--- src/rtl/z80_pkg.sv ---
// Shared z80 definitions: arbiter FSM states and default timing constants.
package z80_pkg;

  localparam int unsigned MAX_HOLD_DEFAULT = 64;
  localparam int unsigned CPU_GAP_DEFAULT  = 4;

  typedef enum logic [2:0] {
    ST_IDLE,
    ST_REQ,
    ST_GRANT,
    ST_RELEASE,
    ST_GAP
  } arb_state_e;

endpackage

--- src/rtl/rr_pick2.sv ---
// Two-way round-robin winner select: a lone request wins outright, a tie goes to rr.
module rr_pick2 (
  input  logic [1:0] req,
  input  logic       rr,
  output logic [1:0] winner
);

  always_comb begin
    winner = req;
    if (req == 2'b11) begin
      winner = rr ? 2'b10 : 2'b01;
    end
  end

endmodule

--- src/rtl/z80_bus_arbiter.sv ---
// Borrows the Z80 bus via BUSREQ_L/BUSACK_L and lends it to one of two requesters,
// bounding each grant to MAX_HOLD cycles and returning the bus to the CPU for CPU_GAP cycles.
module z80_bus_arbiter
  import z80_pkg::*;
#(
  parameter int unsigned MAX_HOLD = MAX_HOLD_DEFAULT,
  parameter int unsigned CPU_GAP  = CPU_GAP_DEFAULT
) (
  input  logic       clk,
  input  logic       rst_L,
  input  logic [1:0] req,
  input  logic       BUSACK_L,
  output logic       BUSREQ_L,
  output logic [1:0] gnt,
  output logic       preempt,
  output logic       busy
);

  localparam logic [7:0] HOLD_LAST = 8'(MAX_HOLD - 1);
  localparam logic [3:0] GAP_LAST  = 4'(CPU_GAP - 1);

  arb_state_e state, state_nxt;
  logic [1:0] gnt_nxt;
  logic [1:0] winner;
  logic       rr, rr_nxt;
  logic       preempt_nxt;
  logic [7:0] hold, hold_nxt;
  logic [3:0] gap, gap_nxt;
  logic       busreq_nxt;

  rr_pick2 u_pick (
    .req    (req),
    .rr     (rr),
    .winner (winner)
  );

  always_ff @(posedge clk or negedge rst_L) begin
    if (!rst_L) begin
      state    <= ST_IDLE;
      gnt      <= '0;
      rr       <= 1'b0;
      hold     <= '0;
      gap      <= '0;
      preempt  <= 1'b0;
      BUSREQ_L <= 1'b1;
    end else begin
      state    <= state_nxt;
      gnt      <= gnt_nxt;
      rr       <= rr_nxt;
      hold     <= hold_nxt;
      gap      <= gap_nxt;
      preempt  <= preempt_nxt;
      BUSREQ_L <= busreq_nxt;
    end
  end

  always_comb begin
    state_nxt   = state;
    gnt_nxt     = gnt;
    rr_nxt      = rr;
    hold_nxt    = hold;
    gap_nxt     = gap;
    preempt_nxt = 1'b0;

    unique case (state)
      ST_IDLE: begin
        if (req != '0) state_nxt = ST_REQ;
      end
      ST_REQ: begin
        if (!BUSACK_L) begin
          if (req != '0) begin
            state_nxt = ST_GRANT;
            gnt_nxt   = winner;
            rr_nxt    = winner[0];
            hold_nxt  = '0;
          end else begin
            state_nxt = ST_RELEASE;
          end
        end
      end
      ST_GRANT: begin
        // Lost ack or dropped request beats expiry, so preempt only marks a forced withdrawal
        if (BUSACK_L || ((req & gnt) == '0)) begin
          state_nxt = ST_RELEASE;
          gnt_nxt   = '0;
        end else if (hold == HOLD_LAST) begin
          state_nxt   = ST_RELEASE;
          gnt_nxt     = '0;
          preempt_nxt = 1'b1;
        end else begin
          hold_nxt = hold + 8'd1;
        end
      end
      ST_RELEASE: begin
        if (BUSACK_L) begin
          state_nxt = ST_GAP;
          gap_nxt   = '0;
        end
      end
      ST_GAP: begin
        if (gap == GAP_LAST) state_nxt = ST_IDLE;
        else                 gap_nxt   = gap + 4'd1;
      end
      default: begin
        state_nxt = ST_IDLE;
        gnt_nxt   = '0;
      end
    endcase

    busreq_nxt = !((state_nxt == ST_REQ) || (state_nxt == ST_GRANT));
  end

  assign busy = (state != ST_IDLE);

endmodule

--- config.mk ---
export PLATFORM = sky130hd
export DESIGN_NAME = z80_bus_arbiter
export DESIGN_NICKNAME = d
export VERILOG_FILES = /design/src/rtl/z80_pkg.sv /design/src/rtl/rr_pick2.sv /design/src/rtl/z80_bus_arbiter.sv
export SDC_FILE = /design/constraint.sdc
export NUM_CORES = 1
export LEC_CHECK = 0
export CAP_MARGIN = 5
export CORE_MARGIN = 8
export CORE_UTILIZATION = 50
export CTS_BUF_LIST = sky130_fd_sc_hd__clkbuf_2 sky130_fd_sc_hd__clkbuf_4 sky130_fd_sc_hd__clkbuf_8
export DETAILED_ROUTE_END_ITERATION = 16
export PLACE_DENSITY = 0.82
export SLEW_MARGIN = 20
export SYNTH_ARGS = -nofsm -noshare
export SYNTH_HDL_FRONTEND = slang
export SYNTH_SLANG_ARGS = --single-unit
--- constraint.sdc ---
create_clock -name clk -period 2.4 [get_ports clk]
set_input_delay 0.36 -clock clk [delete_from_list [all_inputs] [get_ports clk]]
set_output_delay 0.36 -clock clk [all_outputs]
set_load 0.05 [all_outputs]
==> results.md <==
- All-Layer GR Usage: a little under an eighth
- Main synth FF type: dfrtp_1
- Final count of hold timing violations: 0
- Die height: between 60 and 70 um
- Yosys warns: 0
- Max-cap violation count: 0
- Syn avg cell area: around 10 um^2
- Yosys reg bits: 20
- Mapped Nets: about 120
- Root Driver: clkbuf_4
- H-Tree Depth: 1
- Final nets: roughly 140
- R2R Setup Slk: between 200 and 300 ps
- Cells after Synth: around 120
- Num ports: 10
- Critical R2R Capture: hold[6]
- Cell Area, Placed: 0.00126 mm^2
- Worst-margin pin slew: between 500 and 600 ps
- Routed len/inst: 14.0 um
- Worst path arrival time: ~1900 ps
- Setup Skew: 18.3 ps
- Clk pin slew, worst setup/hold paths: roughly 120 ps
- Reg2Reg Depth: 7
- PD cells: around 1000 mW/mm^2
- Worst slew margin: ~67%
- Area Growth Syn to Fin: 13.7%
- Fmax: about 0.44 GHz
- Post-synth EDFFs: 0
- Fillers: 197
- Hpwl dp: about 1700 um
- Largest stage delay, worst path: slightly above 700 ps
- Worst Path Max Fanout: 9
- Synth Cell Area: roughly 0.0011 mm^2
- Via-per-instance ratio: between 5 and 6
- Initial antenna violation count: 0
- Status: complete, no violations
- CP endpoint kind: primary output
- Minimum clock period: 2290 ps
- Final Instance Area: around 0.0013 mm^2
- Vias: around 910
- Worst endpoint required time: 2040 ps
- Final setup vio count: 0
- Crit Reg-Reg Startpoint: hold[0]
- Commonest non-fill, non-tap cell in the layout: dfrtp_1
- Final Cycle Share: a little over nine tenths
- Seq/Total Area, Yosys: between 40 and 50%
- Port buffer count: 9
- Slowest cell on crit path: clkdlybuf4s50_1
- RSZ-0062 raised after global routing: no
- Residual DRC: 0
- Final WL: roughly 2200 um
- FFs w/ async S/R, synth: between 90% and 100%
- Crit path launch type: flop
- Crit Path Class: reg -> out
- Global-route wire length before repair: 3990 um
- Leakage power: about 0.54 nW
- Core Box Area: approximately 0.0022 mm^2
- Most frequent cells in the layout: dfrtp_1, nand2_1, clkdlybuf4s50_1
- CTS tree: yes
- Area of the die: about 0.004 mm^2
- Max-slew violations: 0
- Setup bufs post-CTS: 0
- Pre-Repair DR Iteration Count: 4
- Post-CTS Resized: 0
- Yosys cell types: 42
- CTS Hold Bufs: 0
- Hold crit path type: in -> async
- GRT overflow: 0
- TritonCTS Buffers: 3
- Largest net degree at the start of global routing: 21
- Sum of negative setup slack: 0 ps
- Worst path cell trace: or3_1 -> clkdlybuf4s50_1
- Routed Antenna Nets: 0
- Clk_lat worst skew: approximately 300 ps
- Final Wtd Congestion: around 0.86
- Initial DRC Count: 26
- CTS sink cnt: 20
- Die Wd: 63.7 um
- Vias in the first global route: approximately 940
- Cell Rows: 17
- Max Root-Sink Buffers: 2
- Worst IR Drop VDD: approximately 650 uV
- CP bufs+invs: 1
- Layout cells sized above 1: approximately 14%
- Starting Density: between 50% and 60%
- Critical path's top delay family: buffers and inverters
- N_diodes: 0
registers in the layout, indices dropped and copies added, names as in the netlist:
signal    count
preempt       1
state         3
BUSREQ_L      1
rr            1
hold          8
gnt           2
gap           4
Yosys cell counts (2+ instances only):
cell / n / share of area, %
nor4_1: 2 / 1.1
or4_1: 2 / 1.3
and4_1: 2 / 1.5
o21ai_0: 3 / 1.3
nor3_1: 3 / 1.3
mux2i_1: 5 / 4.4
dfrtp_1: 19 / 42
nand3_1: 5 / 2.2
a32o_1: 2 / 1.8
nor2_1: 8 / 2.6
nor4b_1: 2 / 1.5
xor2_1: 2 / 1.5
buf_2: 2 / 0.88
nand2b_1: 6 / 3.3
ha_1: 2 / 2.2
nand2_1: 17 / 5.6
nand4_1: 3 / 1.6
buf_6: 2 / 2.0
inv_1: 4 / 1.3
nor3b_1: 2 / 1.3
worst reg2reg max path: stages, from the launching register on:
cell     delay, ps
dfrtp_1        440
ha_1           240
nand3_1        130
nor4_1          70
buf_4          150
o31a_2         340
or4_1          480
a21oi_1        180
how the worst max path moves through the flow:
stage                  start  endpoint  cells after the start
floorplan             gnt[0]   hold[6]                      4
global placement    BUSACK_L   hold[4]                      5
detailed placement  BUSACK_L   hold[6]                      6
CTS                 state[0]      busy                      2
global route        state[0]      busy                      2
finish              state[2]      busy                      2
logic make-up (layout without fill, tap and decap cells):
kind of cell | after synthesis | count (layout) | share of synthesized area (%)
AOI/OAI and AO/OA | 17 | 17 | 14.0
adders and majority gates | 2 | 2 | 2.20
muxes | 5 | 5 | 4.40
buffers and inverters | 9 | 22 | 4.50
DFF | 20 | 20 | 44.1
xor gates and xnor gates | 3 | 3 | 2.31
and+or+nand+nor | 59 | 59 | 28.6
through the flow:
stage	cells	total power [mW]	hold WS [ps]	setup WS [ps]	util [%]
floorplan	115	1.02	64.4	509	-
global placement	152	1.14	502	283	57.7
detailed placement	152	1.17	502	208	57.7
CTS	156	1.34	385	106	59.1
global route	156	1.43	401	25.6	59.1
finish	156	1.33	375	108	59.1
layer usage:
| layer | track usage [%] | vias up | routed length, um |
|---|---|---|---|
| li1 | - | 446 | - |
| met1 | 13.1 | 442 | 973 |
| met2 | 21.3 | 15 | 1080 |
| met3 | 3.36 | 4 | 108 |
| met4 | 3.34 | 0 | 25 |
| met5 | 0 | - | 0 |
final cells by class:
cell class,instances,area (um^2),share of cell area [%]
clock buffers,4,30.0,2.32
repair buffers,14,128,9.86
well taps,28,35.0,2.71
flip-flops and latches,20,502,38.7
inverters,4,15.0,1.16
multi-input cells,86,586,45.2
power by group:
group          internal (mW)  total (mW)  switching [mW]
combinational          0.256       0.629           0.372
sequential             0.424       0.528           0.105
clock                 0.0760       0.177           0.101
(Power assumes the default switching activity.)
==> RTL change, RTL diff (config.mk and constraints unchanged) <==
Reset style: synchronous (`rst_L`), changed in one clocked block.
--- a/src/rtl/z80_bus_arbiter.sv
+++ b/src/rtl/z80_bus_arbiter.sv
@@ -35,5 +35,5 @@
   );
 
-  always_ff @(posedge clk or negedge rst_L) begin
+  always_ff @(posedge clk) begin
     if (!rst_L) begin
       state    <= ST_IDLE;
Formal check against the unedited RTL: differs if rst_L is asserted again (counterexample within 4 cycles, from zero or initial values and one cycle with rst_L low); with rst_L held inactive, the same outputs for 10 cycles.
==> RTL change against the unedited design <==
- wire length down 5.8%
- clock skew fell by 0.013 ns
- sequential cell count unchanged
- cell area shrank 7.1%
- largest cell class unchanged
- critical path type unchanged
- area after synthesis is 8.6% lower
- core utilization increased by 2.2 points
- synthesized cell count decreased by 5.2%
- worst setup slack improved by 0.040 ns
Power is not compared: it rests on default switching activity, and its combinational part moved more than twofold at a synthesized area within 25%.
==> RTL change: results (changes against the unedited design) <==
- Status: finished, final reports clean
- Met3 routed WL: 48 um (-56%)
- Nets@finish: 131 (-3.7%)
- Non-clock inverter count: 3 (-1)
- Syn Nets: 116 (-4.9%)
- Final clock skew: 0.00510 ns (-0.0132 ns)
- Hold Path Class: reg -> reg
- Yosys top cell area share: 0.385 (-0.0330)
- Max_slew headroom: 0.664 (-0.00158)
- DP Cell Count: 146 (-3.9%)
- Non-clock buffering overhead: 0.0998 (+0.00124)
- GRT Util Overall: 0.132 (+0.0140)
- First-pass GRT wire length: 3790 um (-5.0%)
- Vias in the first global route: 876 (-6.9%)
- Pre-CTS setup slack: 0.109 ns (-0.0991 ns)
- Met1 Usage GRT: 0.159 (+0.0279)
- Routed len/inst: 13.7 um (-2.0%)
- WL met1: 985 um (+1.2%)
- Largest net degree at the start of global routing: 12 (-43%)
- Area occupied by multi-input gates: 602 sq um (+2.8%)
- DR iter-0 viols: 21 (-19%)
- Fill count: 187 (-5.1%)
- Clock-cell share of area: 0.0301 (+0.00696)
- Synth unique cells: 38 (-9.5%)
- Worst-path fanout max: 11 (+2)
- GPL Wtd Cong: 0.847 (-1.0%)
- Comb_multi_in: 83 (-3.5%)
- Fin area: 1200 sq um (-7.1%)
- WL final: 2060 um (-5.8%)
- Sequential Area: 400 sq um (-20%)
- Vias: 870 (-4.1%)
- Synth area leaders: dfxtp_1, nor4_4, a21oi_1
- Post-synth ARST share: 0 (-1.00)
- Syn_area_per_cell: 9.55 sq um (-3.5%)
- Sequential area share after synthesis: 0.385 (-0.0560)
- Post-synth top cells: dfxtp_1, nor2_1, a21oi_1
-- RTL change: cell count changes in the layout (fill, tap and decap cells not counted), moves of 3 or more --
cell	before	now
a21oi_1	1	8
dfrtp_1	19	0
dfxtp_1	0	20
mux2i_1	5	1
nand2_1	17	7
o31ai_1	1	4
-- RTL change: final timing paths --
check                               from  endpoint  slack, ns  cells after the start
worst max register to register   hold[0]   hold[2]       0.40                      7
worst min register to register    gnt[1]    gnt[1]       0.51                      2
worst min-delay path              gnt[1]    gnt[1]       0.51                      2
worst max-delay path            state[0]      busy       0.15                      2
-- RTL change: cells by family after synthesis --
logic type               after synthesis  share of synthesized area
AND/OR/NAND/NOR                       49                      0.306
multiplexers                           1                    0.00962
XOR/XNOR                               4                     0.0337
buffers and inverters                  6                     0.0373
AO/OA/AOI/OAI                         27                      0.204
adder cells (fa/ha/maj)                2                     0.0240
flip-flops                            20                      0.385
-- RTL change: critical path: stages (launching register included) --
cell and delay, ns:
dfxtp_1 0.62, or3_1 0.18, clkdlybuf4s50_1 0.80
